File: src/rtl/wb_ram_pkg.sv
// Shared types and constants for the banked Wishbone RAM bridge.
// Latency: none (declarations only).
// Backpressure: none (declarations only).
package wb_ram_pkg;

  typedef enum logic [2:0] {
    ST_IDLE,
    ST_ACCESS,
    ST_WAIT,
    ST_RESP,
    ST_ERR
  } state_e;

  localparam int DRAM_BANK          = 0;
  localparam int IRAM_BANK          = 1;
  localparam int DEF_BANK_SEL_LSB   = 13;
  localparam int DEF_BANK_SEL_WIDTH = 4;

  // Upper bound on banks supported by bank_onehot; callers slice the result.
  localparam int MAX_BANKS = 64;

  function automatic logic [MAX_BANKS-1:0] bank_onehot(input int unsigned idx);
    return MAX_BANKS'(1) << idx;
  endfunction

endpackage

File: src/rtl/wb_ram_rdata_mux.sv
// NUM_BANKS-to-1 read-data mux selected by the latched bank index.
// Latency: combinational.
// Backpressure: none; pure datapath.
// Ports: rdata_all (all bank read words, bank i at [i*DATA_WIDTH +: DATA_WIDTH]),
//        bank_idx (selected bank), rdata (selected word).
module wb_ram_rdata_mux
  import wb_ram_pkg::*;
#(
  parameter int NUM_BANKS  = 2,
  parameter int DATA_WIDTH = 32,
  parameter int IDX_WIDTH  = 1
) (
  input  logic [NUM_BANKS*DATA_WIDTH-1:0] rdata_all,
  input  logic [IDX_WIDTH-1:0]            bank_idx,
  output logic [DATA_WIDTH-1:0]           rdata
);

  always_comb begin
    rdata = '0;
    for (int i = 0; i < NUM_BANKS; i++) begin
      if (bank_idx == IDX_WIDTH'(i)) rdata = rdata_all[i*DATA_WIDTH +: DATA_WIDTH];
    end
  end

endmodule

File: src/rtl/wb_banked_ram_interface.sv
// Wishbone classic slave fronting NUM_BANKS synchronous RAM banks, with error response.
// Latency: write ack 2 cycles after the sampling edge, read ack RAM_RD_LATENCY+1, err 1.
// Backpressure: one transfer at a time; wb_ack_o/wb_err_o terminate, busy_o while not idle.
// Ports: wb_clk_i/rst_i clock and sync reset; en_i block enable; wb_* Wishbone slave;
//        ram_addr_o/ram_wdata_o/ram_be_o shared by banks; ram_en_o/ram_we_o per bank;
//        ram_rdata_i concatenated bank read data; busy_o high when state != IDLE.
module wb_banked_ram_interface
  import wb_ram_pkg::*;
#(
  parameter int WB_ADDR_WIDTH  = 32,
  parameter int WB_DATA_WIDTH  = 32,
  parameter int NUM_BANKS      = 2,
  parameter int BANK_SEL_LSB   = DEF_BANK_SEL_LSB,
  parameter int BANK_SEL_WIDTH = DEF_BANK_SEL_WIDTH,
  parameter int RAM_ADDR_WIDTH = 11,
  parameter int RAM_RD_LATENCY = 1
) (
  input  logic                               wb_clk_i,
  input  logic                               rst_i,
  input  logic                               en_i,
  input  logic [WB_ADDR_WIDTH-1:0]           wb_adr_i,
  input  logic [WB_DATA_WIDTH-1:0]           wb_dat_i,
  output logic [WB_DATA_WIDTH-1:0]           wb_dat_o,
  input  logic                               wb_we_i,
  input  logic [WB_DATA_WIDTH/8-1:0]         wb_sel_i,
  input  logic                               wb_stb_i,
  input  logic                               wb_cyc_i,
  output logic                               wb_ack_o,
  output logic                               wb_err_o,
  output logic [RAM_ADDR_WIDTH-1:0]          ram_addr_o,
  output logic [WB_DATA_WIDTH-1:0]           ram_wdata_o,
  output logic [WB_DATA_WIDTH/8-1:0]         ram_be_o,
  output logic [NUM_BANKS-1:0]               ram_en_o,
  output logic [NUM_BANKS-1:0]               ram_we_o,
  input  logic [NUM_BANKS*WB_DATA_WIDTH-1:0] ram_rdata_i,
  output logic                               busy_o
);

  localparam int SEL_W = WB_DATA_WIDTH / 8;
  localparam int OFS   = $clog2(SEL_W);
  localparam int IDX_W = (NUM_BANKS > 1) ? $clog2(NUM_BANKS) : 1;
  localparam int CNT_W = $clog2(RAM_RD_LATENCY + 1);

  state_e                    state_q, state_d;
  logic [IDX_W-1:0]          bank_q, bank_d;
  logic                      we_q, we_d;
  logic [CNT_W-1:0]          cnt_q, cnt_d;
  logic [WB_DATA_WIDTH-1:0]  dat_d, rd_sel;
  logic                      ack_d, err_d;
  logic [RAM_ADDR_WIDTH-1:0] addr_d;
  logic [WB_DATA_WIDTH-1:0]  wdata_d;
  logic [SEL_W-1:0]          be_d;
  logic [NUM_BANKS-1:0]      en_d, rwe_d;

  logic [BANK_SEL_WIDTH-1:0] bank_sel;
  logic [31:0]               bank_ext;
  logic                      mapped;
  logic [MAX_BANKS-1:0]      req_oh;
  logic                      unused_bits;

  assign bank_sel    = wb_adr_i[BANK_SEL_LSB +: BANK_SEL_WIDTH];
  assign bank_ext    = 32'(bank_sel);
  assign mapped      = bank_ext < 32'(NUM_BANKS);
  assign req_oh      = bank_onehot(bank_ext);
  // Byte-offset and upper address bits are deliberately ignored by the decode.
  assign unused_bits = ^{wb_adr_i, req_oh};

  wb_ram_rdata_mux #(
    .NUM_BANKS (NUM_BANKS),
    .DATA_WIDTH(WB_DATA_WIDTH),
    .IDX_WIDTH (IDX_W)
  ) u_rdata_mux (
    .rdata_all(ram_rdata_i),
    .bank_idx (bank_q),
    .rdata    (rd_sel)
  );

  // Next-state and next-output logic; every output is registered below.
  always_comb begin
    state_d = state_q;
    bank_d  = bank_q;
    we_d    = we_q;
    cnt_d   = cnt_q;
    dat_d   = wb_dat_o;
    ack_d   = 1'b0;
    err_d   = 1'b0;
    addr_d  = ram_addr_o;
    wdata_d = ram_wdata_o;
    be_d    = ram_be_o;
    en_d    = '0;
    rwe_d   = '0;
    unique case (state_q)
      ST_IDLE: begin
        if (wb_cyc_i && wb_stb_i) begin
          if (!mapped || !en_i) begin
            state_d = ST_ERR;
            err_d   = 1'b1;
          end else begin
            state_d = ST_ACCESS;
            bank_d  = bank_sel[IDX_W-1:0];
            we_d    = wb_we_i;
            addr_d  = wb_adr_i[OFS +: RAM_ADDR_WIDTH];
            wdata_d = wb_dat_i;
            be_d    = wb_we_i ? wb_sel_i : '1;
            en_d    = req_oh[NUM_BANKS-1:0];
            rwe_d   = wb_we_i ? req_oh[NUM_BANKS-1:0] : '0;
          end
        end
      end
      ST_ACCESS: begin
        // A dropped cycle abandons the ack; a write strobe already went out.
        if (!wb_cyc_i) begin
          state_d = ST_IDLE;
        end else if (we_q || RAM_RD_LATENCY == 1) begin
          state_d = ST_RESP;
          ack_d   = 1'b1;
          if (!we_q) dat_d = rd_sel;
        end else begin
          state_d = ST_WAIT;
          cnt_d   = CNT_W'(RAM_RD_LATENCY - 1);
        end
      end
      ST_WAIT: begin
        if (!wb_cyc_i) begin
          state_d = ST_IDLE;
        end else if (cnt_q == CNT_W'(1)) begin
          state_d = ST_RESP;
          ack_d   = 1'b1;
          dat_d   = rd_sel;
        end else begin
          cnt_d = cnt_q - CNT_W'(1);
        end
      end
      ST_RESP: state_d = ST_IDLE;
      ST_ERR:  state_d = ST_IDLE;
      default: state_d = ST_IDLE;
    endcase
  end

  always_ff @(posedge wb_clk_i) begin
    if (rst_i) begin
      state_q     <= ST_IDLE;
      bank_q      <= '0;
      we_q        <= 1'b0;
      cnt_q       <= '0;
      wb_dat_o    <= '0;
      wb_ack_o    <= 1'b0;
      wb_err_o    <= 1'b0;
      ram_addr_o  <= '0;
      ram_wdata_o <= '0;
      ram_be_o    <= '0;
      ram_en_o    <= '0;
      ram_we_o    <= '0;
      busy_o      <= 1'b0;
    end else begin
      state_q     <= state_d;
      bank_q      <= bank_d;
      we_q        <= we_d;
      cnt_q       <= cnt_d;
      wb_dat_o    <= dat_d;
      wb_ack_o    <= ack_d;
      wb_err_o    <= err_d;
      ram_addr_o  <= addr_d;
      ram_wdata_o <= wdata_d;
      ram_be_o    <= be_d;
      ram_en_o    <= en_d;
      ram_we_o    <= rwe_d;
      busy_o      <= (state_d != ST_IDLE);
    end
  end

endmodule

File: config.mk
export PLATFORM = sky130hd
export DESIGN_NAME = wb_banked_ram_interface
export DESIGN_NICKNAME = d
export VERILOG_FILES = /design/src/rtl/wb_ram_pkg.sv /design/src/rtl/wb_ram_rdata_mux.sv /design/src/rtl/wb_banked_ram_interface.sv
export SDC_FILE = /design/constraint.sdc
export NUM_CORES = 1
export LEC_CHECK = 0
export ABC_AREA = 1
export BUFFER_PORTS_ARGS = -buffer_cell sky130_fd_sc_hd__buf_4
export CAP_MARGIN = 10
export CORE_MARGIN = 2
export CORE_UTILIZATION = 40
export DETAILED_ROUTE_END_ITERATION = 8
export PLACE_DENSITY = 0.78
export SETUP_SLACK_MARGIN = 0.1
export SYNTH_ARGS = -nofsm -noshare
export SYNTH_HDL_FRONTEND = slang
export SYNTH_SLANG_ARGS = --single-unit
File: constraint.sdc
create_clock -name wb_clk_i -period 1.27 [get_ports wb_clk_i]
set_input_delay 0.254 -clock wb_clk_i [delete_from_list [all_inputs] [get_ports wb_clk_i]]
set_output_delay 0.254 -clock wb_clk_i [all_outputs]
set_load 0.01 [all_outputs]
==> results.md, run 1 <==
* Worst R2R Setup Slack at -110 ps
* DR vias at 4304
* I/O Pins at 224
* First-pass GRT wire length at 16800 um
* Final setup viols at 79
* Synth Net Count at 661
* Clock Tree Buf Depth at 2
* Final Hold Viols at 0
* ANT nets after route at 0
* H-tree depth at 3
* Initial Utilization at 40.8%
* Leak at 0.00293 uW
* Seq cells post-synth at 92
* Setup crit end kind: flop
* Worst path most repeated cell: buf_12
* Die ar. at 0.0107 sq mm
* Setup TNS Final at -3960 ps
* Slew Viols, Final at 0
* Post-synth EDFFs at 0
* RSZ-0062 raised after global routing: yes
* Largest net degree at the start of global routing at 56
* Crit path to: wb_dat_o[31]$_SDFFE_PP0P_
* Antenna violations before repair at 0
* Post-detailed-placement half-perimeter wirelength at 8140 um
* Worst-Margin Slew at 282 ps
* Fillers at 777
* CTS Sinks at 92
* Layout area overhead at 62.3%
* Die X at 103 um
* WL/cell at 14.0 um
* Mapped Area at 0.00395 sq mm
* Finished Cell Area at 0.00641 sq mm
* CTS tree: yes
* Failing checks: negative setup slack
* Number of remaining DRC errors at 0
* Max-Slew Margin vs Limit at 81.2%
* Status: finished with violations
* Worst setup SP type: flop
* Worst endpoint required time at 1520 ps
* Buffers on Ports at 206
* CTS buffer count at 9
* Yosys warns at 0
* CTS Root Cell: clkbuf_8
* Post-synth cell types at 27
* Final period util at 109%
* Crit-path max cell delay at 370 ps
* Peak supply drop at 865 uV
* WS Path Type: reg -> reg
* Core area at 0.00968 sq mm
* Worst R2R Start: state_q[0]$_SDFF_PP0_
* Cell Rows at 36
* Layout cells sized above 1 at 42.3%
* Crit path arrival time at 1630 ps
* Post-synth top flop: dfxtp_1
* # hold bufs at CTS at 0
* Cells after Synth at 523
* Syn avg cell area at 7.56 sq um
* Diode count at 0
* Worst r2r path cells at 6
* Setup WS post-layout at -111 ps
* DRT Wirelength at 12400 um
* Router iterations before antenna repair at 4
* DR vias/cell at 4.87
* Hold Crit Class: in -> reg
* Routability Congestion at 0.767
* Vias in the first global route at 3800
* Reg2reg end: wb_dat_o[31]$_SDFFE_PP0P_
* Post-layout min period at 1380 ps
* Synth async-reset ratio at 0%
* Cell Chain, Critical Path: buf_12, nor3_4, nand2_4, buf_12, a21oi_1, nor2_1
* Die Ht at 103 um
* # nets final at 884
* Worst-Skew Late Latency at 360 ps
* GRT Overall Usage at 20.0%
* Starting DRT DRC Count at 58
* Fmax at 724 MHz
* Power per cell area at 905 mW/mm^2
* Post-synthesis sequential area ratio at 46.6%
* CTS clk-pin slew, worst paths at 90 ps
* Placed Area at 0.00568 sq mm
* Worst Skew at 8.38 ps
* Slowest stage cell, crit path: dfxtp_4
* GRT overflow at 0
* CP max FO at 14
* Max_cap viols at 0
* CP Launch Point: state_q[0]$_SDFF_PP0_
layer usage:
metal	part of all wire, %	global-route usage (%)
met1	39	21.9
met2	49	35.1
met3	10	8.20
met4	1.7	6.68
met5	0	0
synthesized netlist by cell type (9+ instances only):
| cell | instances | area, sq um |
|---|---|---|
| dfxtp_1 | 92 | 1840 |
| nand3_1 | 37 | 185 |
| a21boi_0 | 11 | 82.6 |
| a21oi_1 | 36 | 180 |
| buf_6 | 9 | 101 |
| o21ai_1 | 13 | 65.1 |
| inv_1 | 12 | 45.0 |
| nand2_1 | 77 | 289 |
| nor2_1 | 130 | 488 |
| buf_2 | 15 | 75.1 |
| o21ai_0 | 33 | 165 |
| a21boi_1 | 21 | 158 |
layout by cell type (no fill, tap or decap), drive strengths merged:
| cell type | synthesis | layout |
|---|---|---|
| buf | 32 | 242 |
| clkinv | 0 | 2 |
| nor4 | 2 | 2 |
| nand2 | 82 | 83 |
| o21ai | 46 | 46 |
| nor2 | 134 | 134 |
| dfxtp | 92 | 92 |
| a21oi | 36 | 36 |
| bufinv | 0 | 2 |
| nor3 | 5 | 5 |
| a21boi | 32 | 32 |
| nand4 | 3 | 3 |
| inv | 15 | 15 |
| clkbuf | 6 | 18 |
| nand3 | 38 | 38 |
| clkinvlp | 0 | 1 |
state kept, by name (all words and copies together), names as in the netlist:
register,count
wb_err_o,1
ram_be_o,4
wb_dat_o,32
ram_wdata_o,32
state_q,3
ram_we_o,2
busy_o,1
ram_en_o,2
we_q,1
cnt_q,1
ram_addr_o,11
bank_q,1
wb_ack_o,1
final cells by class:
cell class / count / area, sq um / area share [%]
repair buffers: 249 / 2150 / 33.5
multi-input cells: 379 / 1970 / 30.7
flip-flops and latches: 92 / 1850 / 28.8
well taps: 133 / 166 / 2.59
clock buffers: 11 / 141 / 2.20
clock inverters: 5 / 85.1 / 1.33
inverters: 15 / 58.8 / 0.917
power by group:
group / total, uW / internal [uW] / switching, uW
Clock: 2210 / 1170 / 1040
Combinational: 667 / 399 / 268
Sequential: 2930 / 2910 / 17.8
critical path, delay by kind of cell, from the launching register on:
| kind | cells | cell delay, ps |
|---|---|---|
| compound gates | 1 | 170 |
| flops | 1 | 370 |
| simple gates | 3 | 430 |
| buf+inv | 2 | 300 |
worst min path at each step:
stage / start / to / slack (ps) / depth (start not counted)
5_1_grt: wb_sel_i[0] / ram_be_o[0]$_SDFFE_PP0P_ / 100 / 3
2_1_floorplan: wb_sel_i[0] / ram_be_o[0]$_SDFFE_PP0P_ / 370 / 2
3_5_place_dp: we_q$_SDFFE_PP0P_ / we_q$_SDFFE_PP0P_ / 460 / 2
3_3_place_gp: we_q$_SDFFE_PP0P_ / we_q$_SDFFE_PP0P_ / 450 / 2
6_report: wb_sel_i[2] / ram_be_o[2]$_SDFFE_PP0P_ / 110 / 3
4_1_cts: wb_sel_i[2] / ram_be_o[2]$_SDFFE_PP0P_ / 90 / 3
cells by family (layout without fill, tap and decap cells):
kind of cell | Yosys count | after routing | synth area share [%]
buffers and inverters | 53 | 280 | 7.79
AND/OR/NAND/NOR | 264 | 265 | 29.2
flip-flops | 92 | 92 | 46.6
AO/OA/AOI/OAI | 114 | 114 | 16.5
stage by stage:
step | hold WS (ps) | instances | worst slack [ps] | util (%) | total power, uW
final | 108 | 884 | -111 | 66.2 | 5800
after global routing | 103 | 884 | -202 | 66.2 | 6060
after CTS | 87.7 | 872 | -65.6 | 63.0 | 5850
after detailed placement | 456 | 847 | -101 | 58.6 | 3620
after global placement | 450 | 847 | -38.8 | 58.6 | 3610
after floorplan | 375 | 523 | 82.3 | - | 3220
repair_timing:
action	CTS	global route
setup buffers	6	1
hold endpoints to repair	0	0
cloned	3	11
pin swaps	6	8
setup endpoints to repair	87	90
gates resized for setup	32	21
Note: power is estimated with default switching activity, not from simulation.
==> run 2: changes to the inputs <==
Settings changed: CORE_MARGIN 2 to 1.5, CORE_UTILIZATION 40 to 48, PLACE_DENSITY 0.78 to 0.87, SLEW_MARGIN set to 20.
Clock period 1.27 ns to 1.6 ns, I/O delays scaled along.
==> results.md, run 2 (synthesis gave the netlist of run 1 again) <==
* Hold Crit Class: in -> reg
* Final Hold Viols at 0 (unchanged)
* Router iterations before antenna repair at 5 (+1)
* WS Path Type: reg -> reg
* Finished Cell Area at 0.00584 sq mm (-8.9%)
* Placed Area at 0.00552 sq mm (-2.8%)
* Worst-Margin Slew at 497 ps (+215 ps)
* Filler-free cell count of the finished design at 823 (-6.9%)
* Worst-Skew Late Latency at 350 ps (about the same)
* Peak supply drop at 680 uV (-21%)
* Core area at 0.00785 sq mm (-19%)
* I/O Pins at 224 (unchanged)
* Layout area overhead at 47.9%
* CTS Root Cell: clkbuf_8
* Crit path arrival time at 1710 ps (+80 ps)
* CP max FO at 6 (-8)
* First-pass GRT wire length at 17400 um (+3.5%)
* CTS tree: yes
* CP bufs+invs at 1 (-1)
* Setup crit end kind: flop
* # nets final at 854 (-3.4%)
* Die Ht at 93.7 um (-9.3%)
* Cell Rows at 32 (-11%)
* Starting DRT DRC Count at 85 (+47%)
* DRT Wirelength at 11400 um (-8.2%)
* DR vias at 4149 (-3.6%)
* Vias in the first global route at 3953 (+4.0%)
* Antenna violations before repair at 0 (unchanged)
* Initial Utilization at 50.4% (+9.6 points)
* Fin util at 74.5% (+8.2 points)
* Fillers at 590 (-24%)
* Layout cells sized above 1 at 35.6% (-6.7 points)
* Delay-heaviest family, CP: simple AND/OR/NAND/NOR gates
* CTS Sinks at 92 (unchanged)
* H-tree depth at 3 (unchanged)
* Most frequent cells in the layout: 209 x buf_4, 130 x nor2_1, 90 x dfxtp_1
* Crit-path max cell delay at 380 ps (about the same)
* Max-Slew Margin vs Limit at 66.8% (-14 points)
* RSZ-0062 raised after global routing: yes
* Worst endpoint required time at 1850 ps (+330 ps)
* Worst setup SP type: flop
* Slowest stage cell, crit path: dfxtp_2
* GRT overflow at 0 (unchanged)
* CTS clk-pin slew, worst paths at 100 ps (about the same)
* Post-layout min period at 1460 ps (+80.1 ps)
* Most common cell after layout, fill and taps aside: buf_4
* Die X at 93.7 um (-9.3%)
* Leak at 0.00268 uW (-8.4%)
* Worst Skew at 14.9 ps (+6.54 ps)
* Routability Congestion at 0.815 (+6.2%)
* Cell Chain, Critical Path: nor2_4, nand2_2, nor2_4, buf_12, nand2_2, o21ai_1, nor2_1
* WL/cell at 13.9 um (-1.4%)
* Largest net degree at the start of global routing at 65 (+16%)
* Diode count at 0 (unchanged)
* Final period util at 91.3% (-17 points)
* Post-detailed-placement half-perimeter wirelength at 7920 um (-2.7%)
* # hold bufs at CTS at 0 (unchanged)
* Slew Viols, Final at 0 (unchanged)
* Max_cap viols at 0 (unchanged)
* Power per cell area at 786 mW/mm^2 (-13%)
* Status: complete, no violations
* DP Cell Count at 802 (-5.3%)
* Clock Tree Buf Depth at 2 (unchanged)
* DR vias/cell at 5.04 (+3.5%)
* Largest regs: ram_wdata_o x32, wb_dat_o x32, ram_addr_o x11
* ANT nets after route at 0 (unchanged)
* Die ar. at 0.00879 sq mm (-18%)
* Fmax at 684 MHz (-5.5%)
* GRT Overall Usage at 24.9% (+4.8 points)
* Number of remaining DRC errors at 0 (unchanged)
* CTS buffer count at 9 (unchanged)
* Buffers on Ports at 206 (unchanged)
* Setup TNS Final at 0 ps (+3960 ps)
* Final setup viols at 0 (-100%)
[run 2: cell count changes in the layout (fill, tap and decap cells not counted), moves of 4 or more]
| cell | change |
|---|---|
| a21oi_2 | -15 |
| nand3_2 | -4 |
| nand3_1 | +5 |
| o21ai_1 | -14 |
| clkbuf_16 | -6 |
| o21ai_0 | +18 |
| buf_4 | -13 |
| a21oi_1 | +16 |
| buf_6 | -11 |
| o21ai_2 | -4 |
[run 2: power breakdown]
group	switching [uW]	internal, uW
Clock	865	908
Sequential	13.1	2310
Combinational	204	292
Total	1080	3510
[run 2: what timing repair did]
| action | in CTS | in global routing |
|---|---|---|
| pin swaps | 0 | 1 |
| setup buffers | 0 | 1 |
| cloned | 0 | 4 |
| endpoints found under the setup margin | 28 | 35 |
| resized for setup | 1 | 17 |
[run 2: worst paths after layout]
kind,cells past startpoint,to,slack (ps),from
max,7,ram_wdata_o[26]$_SDFFE_PP0P_,140,state_q[0]$_SDFF_PP0_
min,3,ram_be_o[0]$_SDFFE_PP0P_,180,wb_sel_i[0]
max reg2reg,7,ram_wdata_o[26]$_SDFFE_PP0P_,140,state_q[0]$_SDFF_PP0_
min reg2reg,2,we_q$_SDFFE_PP0P_,470,we_q$_SDFFE_PP0P_
[run 2: metal layers]
layer  routed length, um  track usage (%)  share of wire [%]
met5                   0                0                  0
met4                 183             7.84                1.6
met3                 996             7.77                8.7
met2                5880             46.5                 52
met1                4340             26.3                 38
[run 2: worst reg2reg max path, stage by stage (launching register included)]
cell and delay [ps]:
dfxtp_2 380, nor2_4 160, nand2_2 90, nor2_4 200, buf_12 160, nand2_2 140
o21ai_1 180, nor2_1 50
[run 2: layout make-up]
type                            count  area [sq um]  share of cell area [%]
Tap cell                          102           128                    2.18
Clock inverter                      7           105                    1.80
Timing Repair Buffer              217          1730                    29.7
Multi-Input combinational cell    381          1850                    31.7
Sequential cell                    92          1840                    31.6
Inverter                           15          56.3                   0.963
Clock buffer                        9           124                    2.12
[run 2: through the flow]
stage / setup slack (ps) / total power [uW] / hold WS (ps)
after floorplan: 357 / 2550 / 439
after CTS: 144 / 4610 / 162
final: 139 / 4590 / 177
after detailed placement: -2.67 / 2850 / 470
after global placement: 59.8 / 2840 / 450
after global routing: 70.2 / 4780 / 181
==> run 3: changes to the inputs <==
Settings changed: REMOVE_ABC_BUFFERS set to 1.
==> results.md, run 3 (synthesis gave the netlist of run 1 again) <==
* Status: complete, no violations
* First-pass GRT wire length at 16300 um (-6.0%)
* Peak supply drop at 501 uV (-26%)
* Worst setup SP type: flop
* Max-Slew Margin vs Limit at 74.1% (+7.3 points)
* Worst Hold Path EP: ram_be_o[1]$_SDFFE_PP0P_
* Reg2reg end: bank_q$_SDFFE_PP0P_
* Post-detailed-placement half-perimeter wirelength at 7650 um (-3.5%)
* Setup TNS Final at 0 ps (unchanged)
* Hold_sp: wb_sel_i[1]
* Worst endpoint required time at 1840 ps (about the same)
* Layout cells sized above 1 at 34.9% (-0.74 points)
* Number of remaining DRC errors at 0 (unchanged)
* Setup crit end kind: flop
* Worst-Skew Late Latency at 350 ps (about the same)
* Footprint of the multi-input gates at 0.00183 sq mm (-1.0%)
* Core area at 0.00785 sq mm (unchanged)
* Layout area overhead at 46.1%
* CP max FO at 13 (+7)
* Starting DRT DRC Count at 124 (+46%)
* Final Hold Viols at 0 (unchanged)
* Cell Rows at 32 (unchanged)
* # nets final at 853 (-0.12%)
* Die Ht at 93.7 um (unchanged)
* Filler-free cell count of the finished design at 821 (-0.24%)
* Slew Viols, Final at 0 (unchanged)
* Max_cap viols at 0 (unchanged)
* Most frequent cells in the layout: 211 x buf_4, 130 x nor2_1, 91 x dfxtp_1
* GRT Overall Usage at 23.3% (-1.5 points)
* RSZ-0062 raised after global routing: no
* Vias in the first global route at 3662 (-7.4%)
* Post-layout min period at 1420 ps (-45.7 ps)
* Final period util at 88.5% (-2.9 points)
* CTS buffer count at 9 (unchanged)
* WL/cell at 13.2 um (-4.8%)
* Hold Crit Class: in -> reg
* Worst Hold Path Cells at 3 (unchanged)
* Dpl ws at -11.5 ps (-8.81 ps)
* Fin util at 73.6% (-0.89 points)
* Crit path arrival time at 1650 ps (-60 ps)
* I/O Pins at 224 (unchanged)
* Routability Congestion at 0.757 (-7.2%)
* Setup WS post-layout at 185 ps (+45.7 ps)
* Antenna violations before repair at 0 (unchanged)
* Most common cell after layout, fill and taps aside: buf_4
* WS Path Type: reg -> reg
* Die ar. at 0.00879 sq mm (unchanged)
* Worst hold slack at 188 ps (+11.4 ps)
* ANT nets after route at 0 (unchanged)
* Fillers at 603 (+2.2%)
* CTS Root Cell: clkbuf_8
* Worst r2r path cells at 7 (unchanged)
* Worst R2R Start: state_q[0]$_SDFF_PP0_
* Leak at 0.00267 uW (-0.69%)
* Worst Skew at 12.8 ps (-2.14 ps)
* Worst-Margin Slew at 388 ps (-109 ps)
* Final setup viols at 0 (unchanged)
* CTS Sinks at 92 (unchanged)
* DR vias/cell at 4.93 (-2.1%)
* Largest regs: ram_wdata_o x32, wb_dat_o x32, ram_addr_o x11
* Register area at 0.00184 sq mm (about the same)
* Fmax at 707 MHz (+3.2%)
* DP Cell Count at 802 (unchanged)
* DR vias at 4050 (-2.4%)
* GRT overflow at 0 (unchanged)
* DRT Wirelength at 10800 um (-5.0%)
* Power per cell area at 769 mW/mm^2 (-2.2%)
* Largest net degree at the start of global routing at 65 (unchanged)
* Diode count at 0 (unchanged)
* Buffers on Ports at 206 (unchanged)
* Clock Tree Buf Depth at 2 (unchanged)
* CTS clk-pin slew, worst paths at 90 ps (about the same)
* CTS tree: yes
* Worst R2R Setup Slack at 180 ps (+50 ps)
* Router iterations before antenna repair at 4 (-1)
* Initial Utilization at 50.4% (unchanged)
* H-tree depth at 3 (unchanged)
* Die X at 93.7 um (unchanged)
* # hold bufs at CTS at 0 (unchanged)
run 3: cell types whose count changed in the layout (fill, tap and decap cells not counted), sizes merged:
cell,previous run,this run
inv,19,15
buf,216,217
clkbuf,10,11
clkinvlp,1,2
nand2,85,84
run 3: per-stage QoR:
| stage | power (uW) | area [sq um] |
|---|---|---|
| 2_1_floorplan | 2540 | 3700 |
| 3_3_place_gp | 2830 | 5520 |
| 3_5_place_dp | 2850 | 5520 |
| 4_1_cts | 4480 | 5730 |
| 5_1_grt | 4630 | 5770 |
| 6_report | 4440 | 5770 |
run 3: area by class of cell:
cell class	instances	share of cell area, %
Clock buffer	11	2.28
Clock inverter	4	1.30
Inverter	15	1.02
Multi-Input combinational cell	380	31.8
Sequential cell	92	31.9
Tap cell	102	2.21
Timing Repair Buffer	217	29.5
run 3: worst max path at each step:
stage / startpoint / endpoint / slack, ps / cells after the start
after global routing: bank_q$_SDFFE_PP0P_ / wb_dat_o[9]$_SDFFE_PP0P_ / 100 / 5
final: state_q[0]$_SDFF_PP0_ / bank_q$_SDFFE_PP0P_ / 180 / 7
after CTS: bank_q$_SDFFE_PP0P_ / wb_dat_o[13]$_SDFFE_PP0P_ / 150 / 5
after global placement: wb_adr_i[16] / ram_wdata_o[18]$_SDFFE_PP0P_ / 40 / 7
after detailed placement: wb_adr_i[16] / ram_wdata_o[7]$_SDFFE_PP0P_ / -10 / 7
after floorplan: rst_i / ram_we_o[1]$_SDFF_PP0_ / -260 / 3
run 3: what timing repair did:
item / 4_1_cts / 5_1_grt
pin swaps: 0 / 1
endpoints found under the setup margin: 20 / 44
cloned: 0 / 2
buffers inserted: 0 / 2
gates resized for setup: 1 / 8
run 3: worst max-delay path, stage by stage (launching register included):
cell	delay, ps
dfxtp_1	390
nor2_4	180
nand2_2	80
nor2_4	160
buf_4	150
nand2_4	120
o21ai_0	190
nor2_1	50
run 3: where the power goes:
part,internal (uW),switching [uW],total [uW]
Combinational,287,193,480
Sequential,2310,13.8,2320
Clock,874,763,1640
run 3: routing by layer:
metal,wire [um],global-route usage [%]
met1,4330,26.3
met2,5310,41.4
met3,1010,7.28
met4,181,7.84
met5,0,0
